[src/rtl/ctrl_spi_bank_if.sv]
`default_nettype none
// ============================================================================
// ctrl_spi_bank_if : SPI pins plus channel outputs and frame status strobes
// Revision: 1.0
// ============================================================================
interface ctrl_spi_bank_if #(
  parameter int N_CH      = 8,
  parameter int DATA_BITS = 8
);
  logic                      ctrl_sclk;
  logic                      ctrl_mosi;
  logic                      ctrl_ss_n;
  logic [N_CH*DATA_BITS-1:0] ctrl_out;
  logic [N_CH-1:0]           ctrl_upd;
  logic                      frame_ok;
  logic                      frame_err;

  modport master (
    output ctrl_sclk, ctrl_mosi, ctrl_ss_n,
    input  ctrl_out, ctrl_upd, frame_ok, frame_err
  );

  modport slave (
    input  ctrl_sclk, ctrl_mosi, ctrl_ss_n,
    output ctrl_out, ctrl_upd, frame_ok, frame_err
  );
endinterface
`default_nettype wire

[src/rtl/ctrl_spi_bank.sv]
`default_nettype none
// ============================================================================
// ctrl_spi_bank : SPI slave control bank with per-channel slew-limited outputs
// Revision: 1.0
// ============================================================================
module ctrl_spi_bank #(
  parameter int                   N_CH      = 8,
  parameter int                   ADDR_BITS = 8,
  parameter int                   DATA_BITS = 8,
  parameter logic [DATA_BITS-1:0] RESET_VAL = 8'h80,
  parameter int                   TICK_DIV  = 50000,
  parameter int                   SLEW_STEP = 4
) (
  input  logic           clk,
  input  logic           reset,
  ctrl_spi_bank_if.slave bus
);
  localparam int FRAME  = ADDR_BITS + DATA_BITS;
  localparam int BCNT_W = $clog2(FRAME + 2);
  localparam int TCNT_W = (TICK_DIV > 1) ? $clog2(TICK_DIV) : 1;

  localparam logic [BCNT_W-1:0]    FRAME_CNT = BCNT_W'(FRAME);
  localparam logic [BCNT_W-1:0]    SAT_CNT   = BCNT_W'(FRAME + 1);
  localparam logic [TCNT_W-1:0]    TICK_LAST = TCNT_W'(TICK_DIV - 1);
  localparam logic [ADDR_BITS:0]   N_CH_W    = (ADDR_BITS + 1)'(N_CH);
  localparam logic [DATA_BITS:0]   STEP_W    = (DATA_BITS + 1)'(SLEW_STEP);
  localparam logic [DATA_BITS-1:0] STEP_D    = DATA_BITS'(SLEW_STEP);
  localparam bit                   BYPASS    = (SLEW_STEP == 0);

  typedef enum logic [1:0] {
    ST_WAIT_IDLE = 2'd0,
    ST_IDLE      = 2'd1,
    ST_SHIFT     = 2'd2
  } state_t;

  state_t r_state, w_state_nxt;

  // Bits [1:0] are the synchroniser, bit [2] is the edge-detect stage.
  logic [2:0] r_sclk_sync, r_ss_sync;
  logic [1:0] r_mosi_sync;

  always_ff @(posedge clk) begin
    if (reset) begin
      r_sclk_sync <= '0;
      r_ss_sync   <= '0;
      r_mosi_sync <= '0;
    end else begin
      r_sclk_sync <= {r_sclk_sync[1:0], bus.ctrl_sclk};
      r_ss_sync   <= {r_ss_sync[1:0], bus.ctrl_ss_n};
      r_mosi_sync <= {r_mosi_sync[0], bus.ctrl_mosi};
    end
  end

  logic w_sclk_rise, w_ss_rise, w_ss_fall, w_ss_lvl, w_mosi;
  assign w_sclk_rise = r_sclk_sync[1] & ~r_sclk_sync[2];
  assign w_ss_rise   = r_ss_sync[1] & ~r_ss_sync[2];
  assign w_ss_fall   = ~r_ss_sync[1] & r_ss_sync[2];
  assign w_ss_lvl    = r_ss_sync[1];
  assign w_mosi      = r_mosi_sync[1];

  logic w_clr, w_shift_en, w_eval;

  always_ff @(posedge clk) begin
    if (reset) r_state <= ST_WAIT_IDLE;
    else       r_state <= w_state_nxt;
  end

  // ss_n rising takes priority over a coincident sclk edge.
  always_comb begin
    w_state_nxt = r_state;
    w_clr       = 1'b0;
    w_shift_en  = 1'b0;
    w_eval      = 1'b0;
    case (r_state)
      ST_WAIT_IDLE: if (w_ss_lvl) w_state_nxt = ST_IDLE;
      ST_IDLE: begin
        if (w_ss_fall) begin
          w_clr       = 1'b1;
          w_state_nxt = ST_SHIFT;
        end
      end
      ST_SHIFT: begin
        if (w_ss_rise) begin
          w_eval      = 1'b1;
          w_state_nxt = ST_IDLE;
        end else if (w_sclk_rise) begin
          w_shift_en  = 1'b1;
        end
      end
      default: w_state_nxt = ST_WAIT_IDLE;
    endcase
  end

  logic [FRAME-1:0]  r_shift;
  logic [BCNT_W-1:0] r_bcnt;

  always_ff @(posedge clk) begin
    if (reset || w_clr) begin
      r_shift <= '0;
      r_bcnt  <= '0;
    end else if (w_shift_en) begin
      r_shift <= {r_shift[FRAME-2:0], w_mosi};
      if (r_bcnt != SAT_CNT) r_bcnt <= r_bcnt + 1'b1;
    end
  end

  logic [ADDR_BITS-1:0] w_addr;
  logic [DATA_BITS-1:0] w_data;
  logic                 w_valid, w_wr_en;
  assign w_addr  = r_shift[FRAME-1 -: ADDR_BITS];
  assign w_data  = r_shift[DATA_BITS-1:0];
  assign w_valid = (r_bcnt == FRAME_CNT) && ({1'b0, w_addr} < N_CH_W);
  assign w_wr_en = w_eval & w_valid;

  logic r_frame_ok, r_frame_err;
  always_ff @(posedge clk) begin
    if (reset) begin
      r_frame_ok  <= 1'b0;
      r_frame_err <= 1'b0;
    end else begin
      r_frame_ok  <= w_wr_en;
      r_frame_err <= w_eval & ~w_valid;
    end
  end
  assign bus.frame_ok  = r_frame_ok;
  assign bus.frame_err = r_frame_err;

  logic [TCNT_W-1:0] r_tcnt;
  logic              w_tick, w_apply;
  assign w_tick  = (r_tcnt == TICK_LAST);
  assign w_apply = BYPASS ? 1'b1 : w_tick;

  always_ff @(posedge clk) begin
    if (reset || w_tick) r_tcnt <= '0;
    else                 r_tcnt <= r_tcnt + 1'b1;
  end

  for (genvar i = 0; i < N_CH; i++) begin : g_ch
    logic [DATA_BITS-1:0] r_tgt, r_out, w_slew, w_next;
    logic [DATA_BITS:0]   w_diff;
    logic                 w_gt, r_upd;

    always_ff @(posedge clk) begin
      if (reset)                                       r_tgt <= RESET_VAL;
      else if (w_wr_en && (w_addr == ADDR_BITS'(i)))   r_tgt <= w_data;
    end

    // Step only when the remaining distance exceeds the step, so no wrap.
    always_comb begin
      w_gt   = (r_tgt > r_out);
      w_diff = w_gt ? ({1'b0, r_tgt} - {1'b0, r_out})
                    : ({1'b0, r_out} - {1'b0, r_tgt});
      if (w_diff <= STEP_W) w_slew = r_tgt;
      else if (w_gt)        w_slew = r_out + STEP_D;
      else                  w_slew = r_out - STEP_D;
      w_next = BYPASS ? r_tgt : w_slew;
    end

    always_ff @(posedge clk) begin
      if (reset) begin
        r_out <= RESET_VAL;
        r_upd <= 1'b0;
      end else if (w_apply) begin
        r_out <= w_next;
        r_upd <= (w_next != r_out);
      end else begin
        r_upd <= 1'b0;
      end
    end

    assign bus.ctrl_out[i*DATA_BITS +: DATA_BITS] = r_out;
    assign bus.ctrl_upd[i]                        = r_upd;
  end
endmodule
`default_nettype wire

[src/flat_wrapper.sv]
// flat-port wrapper written by rule: the top's interface ports become plain ports
module ctrl_spi_bank_flat 
#(
  parameter int                   N_CH      = 8,
  parameter int                   ADDR_BITS = 8,
  parameter int                   DATA_BITS = 8,
  parameter logic [DATA_BITS-1:0] RESET_VAL = 8'h80,
  parameter int                   TICK_DIV  = 50000,
  parameter int                   SLEW_STEP = 4
)
  (clk, reset, bus_ctrl_sclk, bus_ctrl_mosi, bus_ctrl_ss_n, bus_ctrl_out, bus_ctrl_upd, bus_frame_ok, bus_frame_err);
  ctrl_spi_bank_if #(.N_CH(N_CH), .DATA_BITS(DATA_BITS)) bus_i ();
  input  logic clk;
  input  logic reset;
  input wire logic [$bits(bus_i.ctrl_sclk)-1:0] bus_ctrl_sclk;
  input wire logic [$bits(bus_i.ctrl_mosi)-1:0] bus_ctrl_mosi;
  input wire logic [$bits(bus_i.ctrl_ss_n)-1:0] bus_ctrl_ss_n;
  output wire logic [$bits(bus_i.ctrl_out)-1:0] bus_ctrl_out;
  output wire logic [$bits(bus_i.ctrl_upd)-1:0] bus_ctrl_upd;
  output wire logic [$bits(bus_i.frame_ok)-1:0] bus_frame_ok;
  output wire logic [$bits(bus_i.frame_err)-1:0] bus_frame_err;
  assign bus_i.ctrl_sclk = bus_ctrl_sclk;
  assign bus_i.ctrl_mosi = bus_ctrl_mosi;
  assign bus_i.ctrl_ss_n = bus_ctrl_ss_n;
  assign bus_ctrl_out = bus_i.ctrl_out;
  assign bus_ctrl_upd = bus_i.ctrl_upd;
  assign bus_frame_ok = bus_i.frame_ok;
  assign bus_frame_err = bus_i.frame_err;
  ctrl_spi_bank #(.N_CH(N_CH), .ADDR_BITS(ADDR_BITS), .DATA_BITS(DATA_BITS), .RESET_VAL(RESET_VAL), .TICK_DIV(TICK_DIV), .SLEW_STEP(SLEW_STEP)) u_core (.clk(clk), .reset(reset), .bus(bus_i));
endmodule
[config.mk]
export PLATFORM = sky130hd
export DESIGN_NAME = ctrl_spi_bank_flat
export DESIGN_NICKNAME = d
export VERILOG_FILES = /design/src/rtl/ctrl_spi_bank_if.sv /design/src/rtl/ctrl_spi_bank.sv /design/src/flat_wrapper.sv
export SDC_FILE = /design/constraint.sdc
export NUM_CORES = 1
export LEC_CHECK = 0
export ABC_AREA = 0
export BUFFER_PORTS_ARGS = -buffer_cell sky130_fd_sc_hd__buf_2
export CORE_MARGIN = 5
export CORE_UTILIZATION = 25
export CTS_CLUSTER_DIAMETER = 120
export CTS_CLUSTER_SIZE = 16
export DETAILED_ROUTE_END_ITERATION = 10
export MAX_ROUTING_LAYER = met4
export PLACE_DENSITY = 0.42
export SYNTH_ARGS = -nofsm -noshare
export SYNTH_HDL_FRONTEND = slang
export SYNTH_SLANG_ARGS = --single-unit
[constraint.sdc]
create_clock -name clk -period 4.1 [get_ports clk]
set_input_delay 0.615 -clock clk [delete_from_list [all_inputs] [get_ports clk]]
set_output_delay 0.615 -clock clk [all_outputs]
set_load 0.05 [all_outputs]
======== Word level (Yosys, flattened, before mapping) ========
Index checks and enable logic that the tools add are counted.
storage, ports and cells
  flip-flop bits (word level) ............. 185
  input port bits ......................... 5
  output and inout port bits .............. 74
cells by class
  bitwise operators ....................... 10
  $add $sub $neg .......................... 34
  equality and inequality tests ........... 23
  multiplexer cells ....................... 35
  $lt $le $gt $ge ......................... 17
  reduce and logical (&&, ||, !) cells .... 16
operator list
  kind                                                        number
  subtractor 8 x 8 -> 9 bit                                   16
  two-way mux 8 bit                                           16
  <= comparator 9 x 3 -> 1 bit, second input constant         8
  two-way mux 9 bit                                           8
  adder 8 x 3 -> 8 bit, second input constant                 8
  > comparator 8 bit                                          8
  inequality test 8 bit                                       8
  subtractor 8 x 3 -> 8 bit, second input constant            8
  == test 8 x 3 -> 1 bit, second input constant               4
  adder 16 x 1 -> 16 bit, second input constant               1
  == test 16 bit, second input constant                       1
  == test 8 x 2 -> 1 bit, second input constant               2
  logical AND 1 bit                                           9
  == test 8 x 1 -> 1 bit, second input constant               1
  zero test 8 bit                                             1
  less-than comparator 8 x 4 -> 1 bit, second input constant  1
  two-way mux 1 bit                                           7
  two-way mux 2 bit                                           3
  inequality test 2 x 1 -> 1 bit, second input constant       3
  one-hot mux 2 bit (3 select lines)                          1
  adder 5 x 1 -> 5 bit, second input constant                 1
  bitwise AND 1 bit                                           5
  == test 5 bit, second input constant                        1
  inequality test 5 bit, second input constant                1
  8 further kinds                                             13

======== Depth between registers and ports, before layout ========
Gate-level depths: netlist of run 1.
  depth after elaboration ................. 6
  mapped depth ............................ 17
  gate-level depth less buffers ........... 16

======== Worst setup path after synthesis of run 1 ========
No wires, ideal clock.
  kind .................................... reg-to-reg
  start ................................... register u_core.g_ch[2].r_out[2]
  end ..................................... register u_core.g_ch[2].r_out[7]
  cell stages (with the launch flop) ...... 17
  period minus slack after synthesis ...... 4.173 ns
  path buffers ............................ 1
  arrival time ............................ 4.056 ns
  path slack .............................. -0.073 ns
  path through ............................ dfxtp_1 -> inv_1 -> ha_1 -> clkbuf_1 -> o21ai_0 -> a21boi_0 -> o41ai_1 -> o31ai_2 -> inv_1 -> ha_1 -> a21oi_1 -> nand2_1 -> a21o_1 -> a21oi_1 -> xnor2_1 -> nor4_1 -> and4b_1
between the ends
  word-level cells in the longest chain between the ends .. 4
  elaborated cells between the ends (all ways) .. 9
  classes of those cells .................. 4 x add/sub; 2 x order compare; 3 x mux
ends and longest elaborated chain
  element                                            line                  text
  from (decl)                                        ctrl_spi_bank.sv:139  logic [DATA_BITS-1:0] r_tgt, r_out, w_slew, w_next;
  from (signal assigned)                             ctrl_spi_bank.sv:164  r_out <= w_next;
  subtractor 8 x 8 -> 9 bit (tied with other cells)  ctrl_spi_bank.sv:152  : ({1'b0, r_out} - {1'b0, r_tgt});
  two-way mux 9 bit                                  ctrl_spi_bank.sv:151  w_diff = w_gt ? ({1'b0, r_tgt} - {1'b0, r_out})
  <= comparator 9 x 3 -> 1 bit                       ctrl_spi_bank.sv:153  if (w_diff <= STEP_W) w_slew = r_tgt;
  two-way mux 8 bit *                                ctrl_spi_bank.sv:153
Mark *: on every way between the ends. The rest lies on a longest branch, timed or not.
A chain may end at the register's enable or synchronous reset.

======== Worst setup path after layout of run 1 ========
  start ................................... register u_core.g_ch[7].r_out[2]
  end ..................................... register u_core.g_ch[7].r_out[7]
between the ends
  word-level cells in the longest chain between the ends .. 4
  elaborated cells between the ends (all ways) .. 9
  classes of those cells .................. 4 x add/sub; 2 x order compare; 3 x mux
ends and longest elaborated chain
  element                                            line
  from (decl)                                        ctrl_spi_bank.sv:139
  from (signal assigned)                             ctrl_spi_bank.sv:164
  subtractor 8 x 8 -> 9 bit (tied with other cells)  ctrl_spi_bank.sv:152
  two-way mux 9 bit                                  ctrl_spi_bank.sv:151
  <= comparator 9 x 3 -> 1 bit                       ctrl_spi_bank.sv:153
  two-way mux 8 bit *                                ctrl_spi_bank.sv:153
Marked as above.

==> results of run 1 <==
## through the flow
step                instance area [µm²]  total power, µW  util, %  hold WS, ns
floorplan                         15000             1880        -        0.414
global placement                  16400             1910     27.4        0.431
detailed placement                16400             1910     27.4        0.427
CTS                               17100             3850     28.5        0.309
global route                      17100             3910     28.5        0.347
finish                            17100             3770     28.5        0.357
## flip-flops by register name (all words and copies together) (netlist names)
signal                cells
u_core.r_tcnt            16
u_core.g_ch.r_upd         8
u_core.r_shift           16
u_core.bus.frame_ok       1
u_core.r_ss_sync          3
u_core.bus.frame_err      1
u_core.g_ch.r_tgt        64
u_core.r_mosi_sync        2
u_core.r_state            2
u_core.r_sclk_sync        3
u_core.r_bcnt             5
u_core.g_ch.r_out        64
## power breakdown
group / total, µW / internal [µW] / switching (µW)
sequential: 1810 / 1800 / 4.29
combinational: 58.5 / 12.7 / 45.8
clock: 1900 / 1060 / 844
## path summary, 6_finish.rpt
path	start	endpoint	slack, ns	depth (start not counted)
worst max-delay path	u_core.g_ch[7].r_out[2]	u_core.g_ch[7].r_out[7]	0.36	16
worst min-delay path	bus_ctrl_ss_n	u_core.r_ss_sync[0]	0.36	2
worst max register to register	u_core.g_ch[7].r_out[2]	u_core.g_ch[7].r_out[7]	0.36	16
worst min register to register	u_core.r_mosi_sync[0]	u_core.r_mosi_sync[1]	0.45	1
## per-layer routing
layer / share of wire, % / vias up
met2: 48 / 250
met3: 3.5 / 43
met5: 0 / -
met1: 47 / 6463
li1: - / 6773
met4: 1.4 / 0
## logic make-up (layout without fill, tap and decap cells)
family	count (synthesis)	after routing
and+or+nand+nor	583	583
AOI/OAI and AO/OA	448	448
buffers and inverters	270	339
DFF	185	185
adders and majority gates	180	180
xor gates and xnor gates	130	130
muxes	83	83
## Yosys cell counts, types with 8 or more instances
cell | instances | area [µm²]
dfxtp_1 | 185 | 3700
inv_1 | 176 | 661
ha_1 | 172 | 2150
nor2_1 | 150 | 563
nand2_1 | 134 | 503
a21oi_1 | 108 | 541
mux2i_1 | 79 | 791
o21ai_0 | 79 | 395
clkbuf_1 | 71 | 267
xnor2_1 | 67 | 587
xor2_1 | 63 | 552
nand3_1 | 53 | 265
nor3_1 | 38 | 190
nand4_1 | 37 | 231
nor2b_1 | 37 | 231
a31oi_1 | 33 | 206
a21o_1 | 31 | 233
nor4_1 | 26 | 163
o31ai_1 | 20 | 150
o211ai_1 | 19 | 143
o21a_1 | 17 | 128
o2111ai_1 | 16 | 140
and2_1 | 14 | 87.6
and3_1 | 14 | 87.6
or3_1 | 14 | 87.6
nand2b_1 | 13 | 81.3
a311oi_1 | 11 | 96.3
or2_2 | 11 | 68.8
o22ai_1 | 10 | 62.6
o31a_1 | 10 | 87.6
buf_4 | 9 | 67.6
buf_2 | 8 | 40.0
fa_1 | 8 | 160
nor3b_1 | 8 | 60.1
o311ai_0 | 8 | 70.1
## layout make-up
type	instances	area, µm²
Clock buffer	19	443
Inverter	177	664
Tap cell	782	978
Multi-Input combinational cell	1424	10300
Fill cell	6445	42900
Clock inverter	13	205
Timing Repair Buffer	130	783
Sequential cell	185	3700
## worst max-delay path, cell delays in order, from the launching register on
cell and delay (ns):
dfxtp_1 0.46, inv_1 0.14, ha_1 0.40, nand2_1 0.10, o21bai_1 0.25, a311oi_2 0.28
o31ai_2 0.09, buf_4 0.17, ha_1 0.34, a21oi_1 0.16, nand2_1 0.09, a21o_1 0.18
a21oi_1 0.16, xnor2_1 0.10, or3_1 0.31, a211o_1 0.30, o211a_1 0.10
## cell usage in the layout (no fill, tap or decap), drive strengths merged, types with 14 or more instances in the layout
cell type,instances
xnor2,67
nor3,39
o31ai,23
a21oi,108
a31oi,33
inv,184
dfxtp,185
o21a,17
a21o,31
clkbuf,19
and3,14
nor4,27
o2111ai,16
o21ai,84
nand2,134
buf,130
mux2i,79
xor2,63
nor2b,37
and2,15
o211ai,19
nand4,37
nor2,150
or3,15
ha,172
nand3,53
==> run_results.csv, run 1 <==
group,metric,value,unit
synth,muxShareOfSynthArea,5.56,%
synth,yosys.area_share.xor_xnor,7.57,%
final_layout,drive_gt1_share,10.4,%
cts,cts_setup_buffers,0,
drt,remaining_drc_errors,0,
global_route,grt_pass1_wl,73700,µm
global_route,antenna_found_initial,0,
setup_path,start_kind,"register",
synth,synthArstFlopShare,0,%
final_layout,antenna_cells,0,
floorplanning,core,0.0600,mm²
global_route,grt_pass1_vias,12900,
power_and_ir_drop,pwr_density_cell,221,mW/mm²
synth,ys_types,88,
synth,synth.ff_latch_count,185,
drt,vias,13500,
global_route,grt.met1_usage,19.0,%
outcome,status,"finished clean",
sta,max_freq,0.267,GHz
power_and_ir_drop,peakVddDrop,0.329,mV
cts,cts_max_path_buffers,2,
sta,min_period_over_period,91.2,%
sta,finalSetupViolCount,0,
floorplanning,io_pins,79,
cts,cts-resized-gates,0,
cts,clk_pin_slew,0.08,ns
drt,drtPass1Iterations,5,
global_route,grt-busiest-layer,"met2",
final_layout,fin_cells,2730,
job,maxCapViolCount,0,
placement,place_ws,0.354,ns
synth,syn_area,0.0150,mm²
setup_path,cp.arrival,4.11,ns
synth,yosysWarnings,0,
synth,synth-simple-area-share,19.4,%
floorplanning,row_count,90,
cts,hold_buffers,0,
sta,worstMarginPinSlew,0.873,ns
synth,syn_inst,1879,
placement,dpl.cell_count,2698,
placement,place_congestion,0.849,
cts,ctsHtreeMaxLevel,4,
floorplanning,die_h,255,µm
cts,numCtsBuffers,17,
drt,drt_iter0_drc,702,
synth,synth_flop_cell,"dfxtp_1",
floorplanning,initial_core_util,25.1,%
sta,finalCriticalPeriod,3.74,ns
synth,synth_compound_area_share,20.4,%
sta,rsz0062_at_grt,"no",
sta,finalClockSkew,0.0217,ns
setup_path,end_kind,"register",
cts,cts_tree,"built",
sta,worst_slack,0.359,ns
cts,cts_root_buf,"clkbuf_16",
placement,portBuffers,78,
floorplanning,dieArea,0.0652,mm²
synth,ys_seq_area_share,24.6,%
sta,setup_tns,0,ns
setup_path,cp_max_fo,9,
global_route,globalRoute.totalOverflow,0,
sta,finalHoldViolCount,0,
drt,viasPerCell,4.96,
sta,slew_headroom,41.6,%
global_route,use_met2,24.2,%
final_layout,areaGrowthSynthToFinish,13.6,%
global_route,use_met3,2.28,%
power_and_ir_drop,leakage,0.00713,µW
sta,drv_slew,0,
synth,synth-edff-count,0,
setup_path,worstSetupPathType,"register to register",
floorplanning,fp.dieW,255,µm
drt,ant_nets,0,
synth,synth_nets,2064,
synth,synth-adder-area-share,15.4,%
final_layout,nets,2120,
synth,synth_top_family_by_area,"compound AO/OA/AOI/OAI gates",
drt,wl_per_cell,17.3,µm
cts,clock-sinks,185,
synth,postSynthAreaPerCell,8.00,µm²
setup_path,crit_required,4.47,ns
cts,insertion_delay,0.48,ns
drt,wl,47100,µm
global_route,gr-usage-all-layers,14.7,%
min_path,min_path_type,"input port to register",
global_route,grt_start_max_net_pins,55,
placement,dp_hpwl,34900,µm
(Power assumes the default switching activity.)
==> inputs of run 2 (changes only) <==
Settings changed: GPL_TIMING_DRIVEN set to 0, MAX_ROUTING_LAYER met4 to unset.
Clock period 4.1 ns to 4.3 ns, I/O delays scaled along.
==> run 2 against run 1 <==
Clock-buffer cell count unchanged. Combinational power increased by 25%. Critical path depth unchanged. Hold slack improved by 0.062 ns. Total power decreased by 6.5%. Clock power fell by 9%. Critical path type unchanged. Critical endpoint is now u_core.g_ch[0].r_out[7].
==> run_results.csv, run 2 (synthesis results as in run 1) <==
group,metric,value,unit
outcome,status,"finished clean",
global_route,grt.met1_usage,21.5,%
final_layout,multi_input_area,0.0103,mm²
drt,drt_iter0_drc,832,
drt,vias,13800,
cts,ctsHtreeMaxLevel,4,
drt,ant_nets,0,
cts,clk_pin_slew,0.08,ns
floorplanning,io_pins,79,
setup_path,crit_required,4.59,ns
cts,insertion_delay,0.46,ns
sta,max_freq,0.248,GHz
setup_path,start_kind,"register",
setup_path,cp.arrival,4.32,ns
final_layout,reg.largest.list,"u_core.g_ch.r_out x64, u_core.g_ch.r_tgt x64",
final_layout,antenna_cells,0,
floorplanning,die_h,255,µm
sta,rsz0062_at_grt,"yes",
setup_path,end_kind,"register",
power_and_ir_drop,power.switching,839,µW
sta,finalClockSkew,0.0164,ns
global_route,gr-usage-all-layers,15.6,%
final_layout,drive_gt1_share,8.54,%
setup_path,cp_max_fo,8,
placement,place_congestion,0.827,
power_and_ir_drop,leakage,0.00705,µW
floorplanning,initial_core_util,25.1,%
global_route,use_met3,1.89,%
final_layout,fill_cells,6497,
drt,remaining_drc_errors,0,
final_layout,nets,2164,
final_layout,final_cell_mix,"184 x dfxtp_1, 176 x inv_1, 172 x ha_1",
global_route,antenna_found_initial,1,
global_route,grt-busiest-layer,"met2",
global_route,grt_pass1_vias,13500,
job,maxCapViolCount,0,
power_and_ir_drop,p_sw_share,23.8,%
floorplanning,row_count,90,
floorplanning,core,0.0600,mm²
sta,finalCriticalPeriod,4.03,ns
cts,clock-sinks,185,
floorplanning,dieArea,0.0652,mm²
sta,drv_slew,0,
cts,cts_root_buf,"clkbuf_16",
drt,wl_per_cell,18.7,µm
final_layout,areaGrowthSynthToFinish,13.7,%
power_and_ir_drop,share_comb_of_total_power,2.1,%
floorplanning,fp.dieW,255,µm
sta,slew_headroom,27.8,%
sta,worstMarginPinSlew,1.08,ns
cts,cts_max_path_buffers,2,
sta,setup_tns,0,ns
placement,portBuffers,78,
placement,dp_hpwl,38900,µm
final_layout,mostFrequentLayoutCell,"dfxtp_1",
drt,drtPass1Iterations,7,
drt,viasPerCell,4.97,
sta,min_period_over_period,93.7,%
global_route,globalRoute.totalOverflow,0,
power_and_ir_drop,clkPwrFrac,49.0,%
power_and_ir_drop,peakVddDrop,0.195,mV
setup_path,worstSetupPathType,"register to register",
cts,hold_buffers,0,
sta,finalHoldViolCount,0,
cts,cts_tree,"built",
sta,finalSetupViolCount,0,
final_layout,regArea,0.00370,mm²
drt,wl,51800,µm
power_and_ir_drop,pwr_density_cell,206,mW/mm²
cts,numCtsBuffers,17,
power_and_ir_drop,internal_power,2680,µW
global_route,grt_start_max_net_pins,17,
power_and_ir_drop,pwr-share-seq,48.9,%
global_route,use_met2,25.9,%
global_route,grt_pass1_wl,79800,µm
final_layout,utilization,28.5,%
min_path,min_path_type,"input port to register",
-- run 2: changes by cell type in the layout (fill, tap and decap cells not counted), sizes merged --
cell / previous run / this run
bufinv: 4 / 3
clkinv: 1 / 3
clkinvlp: 1 / 2
inv: 184 / 181
buf: 130 / 103
clkbuf: 19 / 90
-- run 2: worst paths after layout --
| check | to | slack, ns | startpoint | cells past startpoint |
|---|---|---|---|---|
| max | u_core.g_ch[0].r_out[7] | 0.27 | u_core.g_ch[0].r_out[2] | 16 |
| min | u_core.r_mosi_sync[0] | 0.42 | bus_ctrl_mosi | 2 |
| max reg2reg | u_core.g_ch[0].r_out[7] | 0.27 | u_core.g_ch[0].r_out[2] | 16 |
| min reg2reg | u_core.r_ss_sync[1] | 0.45 | u_core.r_ss_sync[0] | 1 |
-- run 2: what timing repair did --
| action | in CTS | in global routing |
|---|---|---|
| setup buffers | 0 | 4 |
| gates resized for setup | 3 | 4 |
| pin swaps | 1 | 2 |
| setup endpoints to repair | 2 | 6 |
-- run 2: cell type report --
class	count	area share (%)
inverter	177	3.89
clock buffer	19	2.65
multi-input combinational	1424	60.4
buffer	92	2.28
clock inverter	12	0.951
timing repair buffer	82	2.46
sequential	185	21.7
tap	782	5.72
-- run 2: worst max-delay path: stages, from the launching register on --
cell and delay [ns]:
dfxtp_1 0.52, inv_1 0.17, ha_1 0.30, clkbuf_1 0.29, o21a_1 0.22, o21ai_0 0.17
a21oi_2 0.34, inv_1 0.22, ha_1 0.38, a21oi_1 0.22, a21boi_0 0.14, o21ai_0 0.17
nand2b_1 0.09, xnor2_1 0.18, nand4_1 0.11, a211oi_1 0.26, a221oi_1 0.08
-- run 2: through the flow --
step           cells  area (µm²)  setup WS, ns  power [µW]  hold WS, ns
6_report        2773       17100         0.269        3520        0.419
2_1_floorplan   1879       15000         0.127        1800        0.414
3_3_place_gp    2739       16400        -0.217        1830        0.434
3_5_place_dp    2739       16400        -0.287        1840        0.438
5_1_grt         2773       17100       -0.0291        3640        0.422
4_1_cts         2770       17000        0.0824        3570        0.407
-- run 2: routing by layer --
layer	part of all wire [%]	up-vias
li1	-	6862
met1	48	6627
met2	47	242
met3	3.5	48
met4	2.0	0
met5	0	-
-- run 2: power by group through the flow --
stage	logic [µW]	registers [µW]	clock network, µW
2_1_floorplan	34.9	1760	0
3_3_place_gp	71.9	1760	0
3_5_place_dp	73.1	1760	0
4_1_cts	73.3	1720	1770
5_1_grt	77.3	1720	1830
6_report	73.1	1720	1730
